[src/rtl/ring_out_arbiter_pkg.sv]
// ----------------------------------------------------------------------------
// ring_out_arbiter_pkg
//   Shared definitions for the ring output arbiter and its holding stage:
//   one-hot FSM state encoding, ring packet counter width and saturation
//   value, source-select encodings for cur_src, and the field layout of a
//   packed ring word (PRW) as stored in the output holding register.
// ----------------------------------------------------------------------------
package ring_out_arbiter_pkg;

    // Number of sources feeding the ring output (ring pass-through, local).
    localparam int NUM_PORTS = 2;

    // Consecutive ring packet counter.
    localparam int                    RING_CNT_W   = 4;
    localparam logic [RING_CNT_W-1:0] RING_CNT_MAX = 4'd15;

    // Packed ring word layout inside the holding stage: eop in bit 0,
    // datapath bits immediately above it.
    localparam int PRW_EOP      = 0;
    localparam int PRW_DATA_LSB = 1;

    // cur_src encodings (one-hot owner, all-zero when nobody owns the output).
    localparam logic [NUM_PORTS-1:0] SRC_NONE  = 2'b00;
    localparam logic [NUM_PORTS-1:0] SRC_RING  = 2'b01;
    localparam logic [NUM_PORTS-1:0] SRC_LOCAL = 2'b10;

    // Arbiter FSM, one-hot.
    typedef enum logic [2:0] {
        s_idle  = 3'b001,
        s_ring  = 3'b010,
        s_local = 3'b100
    } arb_state_e;

    // Saturating increment of the ring packet counter.
    function automatic logic [RING_CNT_W-1:0] ring_cnt_inc(input logic [RING_CNT_W-1:0] v);
        if (v == RING_CNT_MAX) begin
            return v;
        end
        return v + 1'b1;
    endfunction

endpackage

[src/rtl/ring_out_hold_reg.sv]
// ----------------------------------------------------------------------------
// ring_out_hold_reg
//   Single-entry registered holding stage with srdy/drdy on both sides.
//   Output data and valid come straight from flops. The stage accepts a new
//   word whenever it is empty or its current word is being drained in the
//   same cycle, so it sustains one word per cycle.
//
//   Ports:
//     clk        - clock, rising edge
//     reset      - asynchronous active-low reset, clears valid and data
//     in_srdy_i  - upstream word valid
//     in_drdy_o  - stage can take a word this cycle
//     in_data_i  - upstream word (width bits)
//     out_srdy_o - stage holds a valid word
//     out_drdy_i - downstream takes the held word this cycle
//     out_data_o - held word
// ----------------------------------------------------------------------------
module ring_out_hold_reg #(
    parameter int width = 65
) (
    input  logic             clk,
    input  logic             reset,
    input  logic             in_srdy_i,
    output logic             in_drdy_o,
    input  logic [width-1:0] in_data_i,
    output logic             out_srdy_o,
    input  logic             out_drdy_i,
    output logic [width-1:0] out_data_o
);

    logic             full_q;
    logic [width-1:0] data_q;
    logic             load;

    // Empty, or emptying this cycle.
    assign in_drdy_o  = ~full_q | out_drdy_i;
    assign load       = in_srdy_i & in_drdy_o;
    assign out_srdy_o = full_q;
    assign out_data_o = data_q;

    always_ff @(posedge clk or negedge reset) begin
        if (!reset) begin
            full_q <= 1'b0;
            data_q <= '0;
        end else begin
            if (load) begin
                full_q <= 1'b1;
                data_q <= in_data_i;
            end else if (out_drdy_i) begin
                full_q <= 1'b0;
            end
        end
    end

endmodule

[src/rtl/ring_out_arbiter.sv]
// ----------------------------------------------------------------------------
// ring_out_arbiter
//   Merges ring pass-through packets and locally injected packets onto the
//   ring output. Packets are never interleaved: once a source is granted it
//   keeps the output until its eop word transfers. Ring traffic is preferred,
//   but after max_ring_pkts consecutive ring packets a waiting local packet is
//   forced in; a local packet always clears that count, so a waiting ring
//   packet wins the arbitration right after it.
//
//   Handshake (all three interfaces): a word moves in a cycle where srdy and
//   drdy are both 1. srdy may not depend on drdy. drdy here depends only on
//   FSM state, the srdy inputs and the holding stage, never on data.
//
//   Ports:
//     clk                         - clock, rising edge
//     reset                       - asynchronous active-low reset
//     rin_srdy/drdy/data/eop      - ring pass-through words from the tap
//     lin_srdy/drdy/data/eop      - local injection words
//     lro_srdy/drdy/data/eop      - ring output, driven from flops
//     cur_src                     - one-hot output owner (bit0 ring, bit1 local)
// ----------------------------------------------------------------------------
module ring_out_arbiter
    import ring_out_arbiter_pkg::*;
#(
    parameter int rdp_sz        = 64,
    parameter int max_ring_pkts = 4
) (
    input  logic                 clk,
    input  logic                 reset,
    input  logic                 rin_srdy,
    output logic                 rin_drdy,
    input  logic [rdp_sz-1:0]    rin_data,
    input  logic                 rin_eop,
    input  logic                 lin_srdy,
    output logic                 lin_drdy,
    input  logic [rdp_sz-1:0]    lin_data,
    input  logic                 lin_eop,
    output logic                 lro_srdy,
    input  logic                 lro_drdy,
    output logic [rdp_sz-1:0]    lro_data,
    output logic                 lro_eop,
    output logic [NUM_PORTS-1:0] cur_src
);

    localparam int                    HOLD_W   = rdp_sz + 1;
    localparam logic [RING_CNT_W-1:0] MAX_RING = RING_CNT_W'(max_ring_pkts);

    arb_state_e              state_q, state_d;
    logic [RING_CNT_W-1:0]   ring_cnt_q, ring_cnt_d;

    logic                    hold_in_srdy;
    logic                    hold_in_drdy;
    logic [HOLD_W-1:0]       hold_in_data;
    logic [HOLD_W-1:0]       hold_out_data;
    logic                    hold_ok;

    logic                    pick_local;
    logic                    grant_ring;
    logic                    grant_local;
    logic                    rin_xfer;
    logic                    lin_xfer;

    // While reset is held the holding stage reads as empty; keep both drdy
    // low anyway so nothing is accepted until reset is released.
    assign hold_ok = reset & hold_in_drdy;

    // ------------------------------------------------------------------
    // Grant selection. In s_idle the new owner is chosen from the srdy
    // inputs and its first word moves in the same cycle. Local wins when the
    // ring has used up its run of packets or the ring has nothing to send.
    // ------------------------------------------------------------------
    always_comb begin
        pick_local  = lin_srdy & ((ring_cnt_q >= MAX_RING) | ~rin_srdy);
        grant_ring  = (state_q == s_ring)
                    | ((state_q == s_idle) & rin_srdy & ~pick_local);
        grant_local = (state_q == s_local)
                    | ((state_q == s_idle) & pick_local);
    end

    assign rin_drdy = grant_ring  & hold_ok;
    assign lin_drdy = grant_local & hold_ok;
    assign rin_xfer = rin_srdy & rin_drdy;
    assign lin_xfer = lin_srdy & lin_drdy;

    // ------------------------------------------------------------------
    // Data path into the holding stage.
    // ------------------------------------------------------------------
    always_comb begin
        hold_in_srdy = (grant_ring & rin_srdy) | (grant_local & lin_srdy);
        hold_in_data = '0;
        if (grant_local) begin
            hold_in_data[PRW_EOP]                  = lin_eop;
            hold_in_data[PRW_DATA_LSB +: rdp_sz]   = lin_data;
        end else begin
            hold_in_data[PRW_EOP]                  = rin_eop;
            hold_in_data[PRW_DATA_LSB +: rdp_sz]   = rin_data;
        end
    end

    ring_out_hold_reg #(
        .width (HOLD_W)
    ) u_hold (
        .clk        (clk),
        .reset      (reset),
        .in_srdy_i  (hold_in_srdy),
        .in_drdy_o  (hold_in_drdy),
        .in_data_i  (hold_in_data),
        .out_srdy_o (lro_srdy),
        .out_drdy_i (lro_drdy),
        .out_data_o (hold_out_data)
    );

    assign lro_data = hold_out_data[PRW_DATA_LSB +: rdp_sz];
    assign lro_eop  = hold_out_data[PRW_EOP];

    // ------------------------------------------------------------------
    // Owner indication. Inside a packet the state names the owner even on
    // bubble cycles; in s_idle it shows whichever source moves a word now.
    // ------------------------------------------------------------------
    always_comb begin
        cur_src = SRC_NONE;
        case (state_q)
            s_ring:  cur_src = SRC_RING;
            s_local: cur_src = SRC_LOCAL;
            default: begin
                if (rin_xfer) begin
                    cur_src = SRC_RING;
                end else if (lin_xfer) begin
                    cur_src = SRC_LOCAL;
                end
            end
        endcase
    end

    // ------------------------------------------------------------------
    // Next state. A single-word packet leaves the FSM in s_idle; a
    // multi-word packet locks the grant until its eop word moves.
    // ------------------------------------------------------------------
    always_comb begin
        state_d    = state_q;
        ring_cnt_d = ring_cnt_q;

        case (state_q)
            s_idle: begin
                if (rin_xfer && !rin_eop) begin
                    state_d = s_ring;
                end else if (lin_xfer && !lin_eop) begin
                    state_d = s_local;
                end
            end
            s_ring: begin
                if (rin_xfer && rin_eop) begin
                    state_d = s_idle;
                end
            end
            s_local: begin
                if (lin_xfer && lin_eop) begin
                    state_d = s_idle;
                end
            end
            default: state_d = s_idle;
        endcase

        if (rin_xfer && rin_eop) begin
            ring_cnt_d = ring_cnt_inc(ring_cnt_q);
        end
        if (lin_xfer && lin_eop) begin
            ring_cnt_d = '0;
        end
    end

    always_ff @(posedge clk or negedge reset) begin
        if (!reset) begin
            state_q    <= s_idle;
            ring_cnt_q <= '0;
        end else begin
            state_q    <= state_d;
            ring_cnt_q <= ring_cnt_d;
        end
    end

endmodule

[config.mk]
export PLATFORM = sky130hd
export DESIGN_NAME = ring_out_arbiter
export DESIGN_NICKNAME = d
export VERILOG_FILES = /design/src/rtl/ring_out_arbiter_pkg.sv /design/src/rtl/ring_out_hold_reg.sv /design/src/rtl/ring_out_arbiter.sv
export SDC_FILE = /design/constraint.sdc
export NUM_CORES = 1
export LEC_CHECK = 0
export CAP_MARGIN = 10
export CORE_MARGIN = 1.5
export CORE_UTILIZATION = 41
export CTS_CLUSTER_SIZE = 8
export DETAILED_ROUTE_END_ITERATION = 8
export PLACE_DENSITY = 0.87
export SYNTH_ARGS = -nofsm -noshare
export SYNTH_HDL_FRONTEND = slang
export SYNTH_SLANG_ARGS = --single-unit
[constraint.sdc]
create_clock -name clk -period 3.5 [get_ports clk]
set_input_delay 0.525 -clock clk [delete_from_list [all_inputs] [get_ports clk]]
set_output_delay 0.525 -clock clk [all_outputs]
set_load 0.02 [all_outputs]
==> out/qor.csv <==
stage;metric;value;unit
yosys;syn_area;3920;sq um
worst_setup_path;crit_fanout;13;
floorplanning;rows;35;
drt;drc_errors;0;
drt;wl_met2;5230;um
drt;wl_per_cell;16.6;um
power_and_ir_drop;cellLeakagePower;2.57;nW
worst_setup_path;required;2970;ps
cts;cts_tree;done;
worst_setup_path;r2r_slack;1050;ps
yosys;synth-seq-cells;73;
layout;num_antenna_cells;0;
yosys;synth_top_cell_area_share;46.0;%
worst_setup_path;crit_arrival;2620;ps
yosys;synthTopCellsByArea;dfrtp_1, mux2_2, mux2_4;
global_routing;grt_pass1_wl;16000;um
floorplanning;io_pins;205;
worst_setup_path;timing.rr.start;ring_cnt_q[2];
placed_design;io_buffers;204;
layout;final_nets;612;
sta;finalSetupTns;0;ps
sta;timing.fmax;318;MHz
worst_setup_path;r2r-end;u_hold.out_data_o[40];
layout;fin_util;67.7;%
power_and_ir_drop;netSwitchingPower;1.75;mW
power_and_ir_drop;p_int;3.22;mW
sta;period_minus_slack;3150;ps
cts;cts_setup_buffers;0;
drt;drtAntennaViolNets;0;
layout;multiInputGateArea;1960;sq um
yosys;synth_edf_count;0;
sta;final-setup-viol-count;0;
placed_design;dp_cells;594;
floorplanning;initial_utilization;42.4;%
run_status;status;finished clean;
cts;cts_buffer_depth;2;
yosys;ys.flop_type;dfrtp_1;
yosys;ys_types;40;
yosys;syn-num-nets;409;
power_and_ir_drop;seqPwrFrac;30.6;%
global_routing;grt_max_degree;75;
sta;slew_headroom;37.3;%
yosys;syn_area_per_cell;14.4;sq um
cts;hold_buffers;0;
drt;vias;3037;
yosys;synth_top_area_cell;dfrtp_1;
drt;drtIter0Drc;84;
worst_setup_path;reg2reg_depth;5;
power_and_ir_drop;powerDensity;794;nW/um^2
layout;nFillCells;698;
layout;syn2layout_area_growth;59.7;%
power_and_ir_drop;clockPowerShare;14.8;%
cts;htreeDepth;3;
sta;fin_crit_sh;89.9;%
global_routing;grt_pass1_vias;3271;
placed_design;dp_hpwl;7690;um
floorplanning;die_w;101;um
power_and_ir_drop;switching_share;35.2;%
sta;rsz0062_at_grt;false;
power_and_ir_drop;ir_drop;0.659;mV
cts;insertion_delay;340;ps
worst_setup_path;crit_end;cur_src[1];
placed_design;gp_congestion;0.918;
layout;seqCellArea;1830;sq um
min_path;hp-class;input pin to asynchronous set/reset pin;
drt;routed_wl;10100;um
sta;hold_viol_final;0;
cts;root_buffer;clkbuf_8;
sta;slew_violations;0;
yosys;seq_area_frac_synth;46.6;%
floorplanning;core;9240;sq um
cts;cts.clk_slew.worst_paths;80;ps
cts;cts-buffers-inserted;9;
drt;dr_wl_met3;783;um
sta;clock_skew;10.5;ps
worst_setup_path;criticalPathCategory;flip-flop to output port;
worst_setup_path;cp-startpoint;state_q[2];
floorplanning;die-area;10200;sq um
yosys;synthCells;273;
layout;fin_cells;610;
drt;m1WireLength;3820;um
power_and_ir_drop;p_comb_share;54.6;%
flow_run;maxCapViolations;0;
worst_setup_path;cp-start-kind;flip-flop;
drt;dr.max_layer_used;met4;
yosys;async_flop_share;100;%
cts;clock_sinks;73;
drt;first_pass_iters;4;
yosys;yosysWarnings;0;
floorplanning;die_h;101;um
worst_setup_path;endpoint_kind;output port;
global_routing;antenna_found_initial;0;
sta;worst_pin_slew;941;ps
global_routing;grt_usage;20.3;%
layout;layout-drive-gt1-share;33.1;%
global_routing;overflow;0;
drt;via_per_inst;4.98;
cts;cts-resized-gates;0;
-- how the worst min path moves through the flow --
stage                                      from               endpoint  slack (ps)  depth (start not counted)
after floorplan                           reset          ring_cnt_q[0]         230                          0
after global placement    u_hold.out_data_o[50]  u_hold.out_data_o[50]         490                          1
after detailed placement  u_hold.out_data_o[18]  u_hold.out_data_o[18]         490                          1
after CTS                                 reset  u_hold.out_data_o[62]         460                          2
after global routing                      reset  u_hold.out_data_o[62]         530                          2
final                                     reset             state_q[1]         440                          2
-- per-layer routing --
metal | vias up | track usage (%)
li1 | 1403 | -
met5 | - | 0
met1 | 1480 | 22.1
met3 | 26 | 5.41
met4 | 0 | 8.99
met2 | 128 | 36.9
-- sequential cells by signal, indices dropped and copies added (netlist names) --
signal,cells
ring_cnt_q,4
state_q,3
u_hold.out_data_o,65
u_hold.out_srdy_o,1
-- layout by cell type, fill, tap and decap left out, types with 3 or more instances in the layout --
cell type        Yosys  routed
buf_4                8       6
clkbuf_8             0      10
clkdlybuf4s50_1      0     203
dfrtp_1             72      72
mux2_2             102     102
mux2_4              28      28
nand2_1              4       4
nand2b_1             3       3
nor2_1               7       7
xnor2_1              3       3
-- cell type report --
class                      count  area share [%]
multi-input combinational    181            31.4
clock inverter                 5            1.26
inverter                       2           0.120
tap                          129            2.58
clock buffer                  11            2.26
timing repair buffer         209            33.2
sequential                    73            29.2
-- power by group through the flow --
stage | registers, mW | logic [mW] | clock network, mW
2_1_floorplan | 1.98 | 1.13 | 0
3_3_place_gp | 1.51 | 2.68 | 0
3_5_place_dp | 1.54 | 2.73 | 0
4_1_cts | 1.52 | 2.74 | 0.757
5_1_grt | 1.58 | 2.86 | 0.793
6_report | 1.52 | 2.71 | 0.735
-- kinds of logic after synthesis --
| logic type | after synthesis | synth area share [%] |
|---|---|---|
| flip-flops | 73 | 46.6 |
| AO/OA/AOI/OAI | 15 | 3.29 |
| AND/OR/NAND/NOR | 31 | 5.33 |
| adder cells (fa/ha/maj) | 1 | 0.319 |
| buffers and inverters | 19 | 3.45 |
| XOR/XNOR | 3 | 0.671 |
| multiplexers | 131 | 40.3 |
-- synthesized netlist by cell type, drive strengths merged, types with 2 or more instances --
master	instances
dfrtp	72
o21ai	2
nand2b	3
inv	2
mux2	130
nand2	4
nand4b	2
xnor2	3
a21oi	3
nor3b	2
nor3	2
buf	17
nand4	2
or3b	2
nor2	7
nor4	2
nand3b	2
-- per-stage QoR --
step | power [mW] | instance area, sq um | setup slack (ps) | hold WS (ps)
finish | 4.97 | 6260 | 352 | 440
global route | 5.23 | 6260 | 213 | 528
CTS | 5.02 | 6260 | 359 | 465
detailed placement | 4.27 | 6040 | 435 | 494
global placement | 4.19 | 6040 | 494 | 488
floorplan | 3.11 | 3920 | 1210 | 229
-- critical path, cell delays in order, from the launching register on --
cell and delay, ps:
dfrtp_1 660, nor3b_1 450, a31oi_4 60, or3b_1 410, nand2b_1 100, clkdlybuf4s50_1 610
Power figures use the tool's default switching activity.
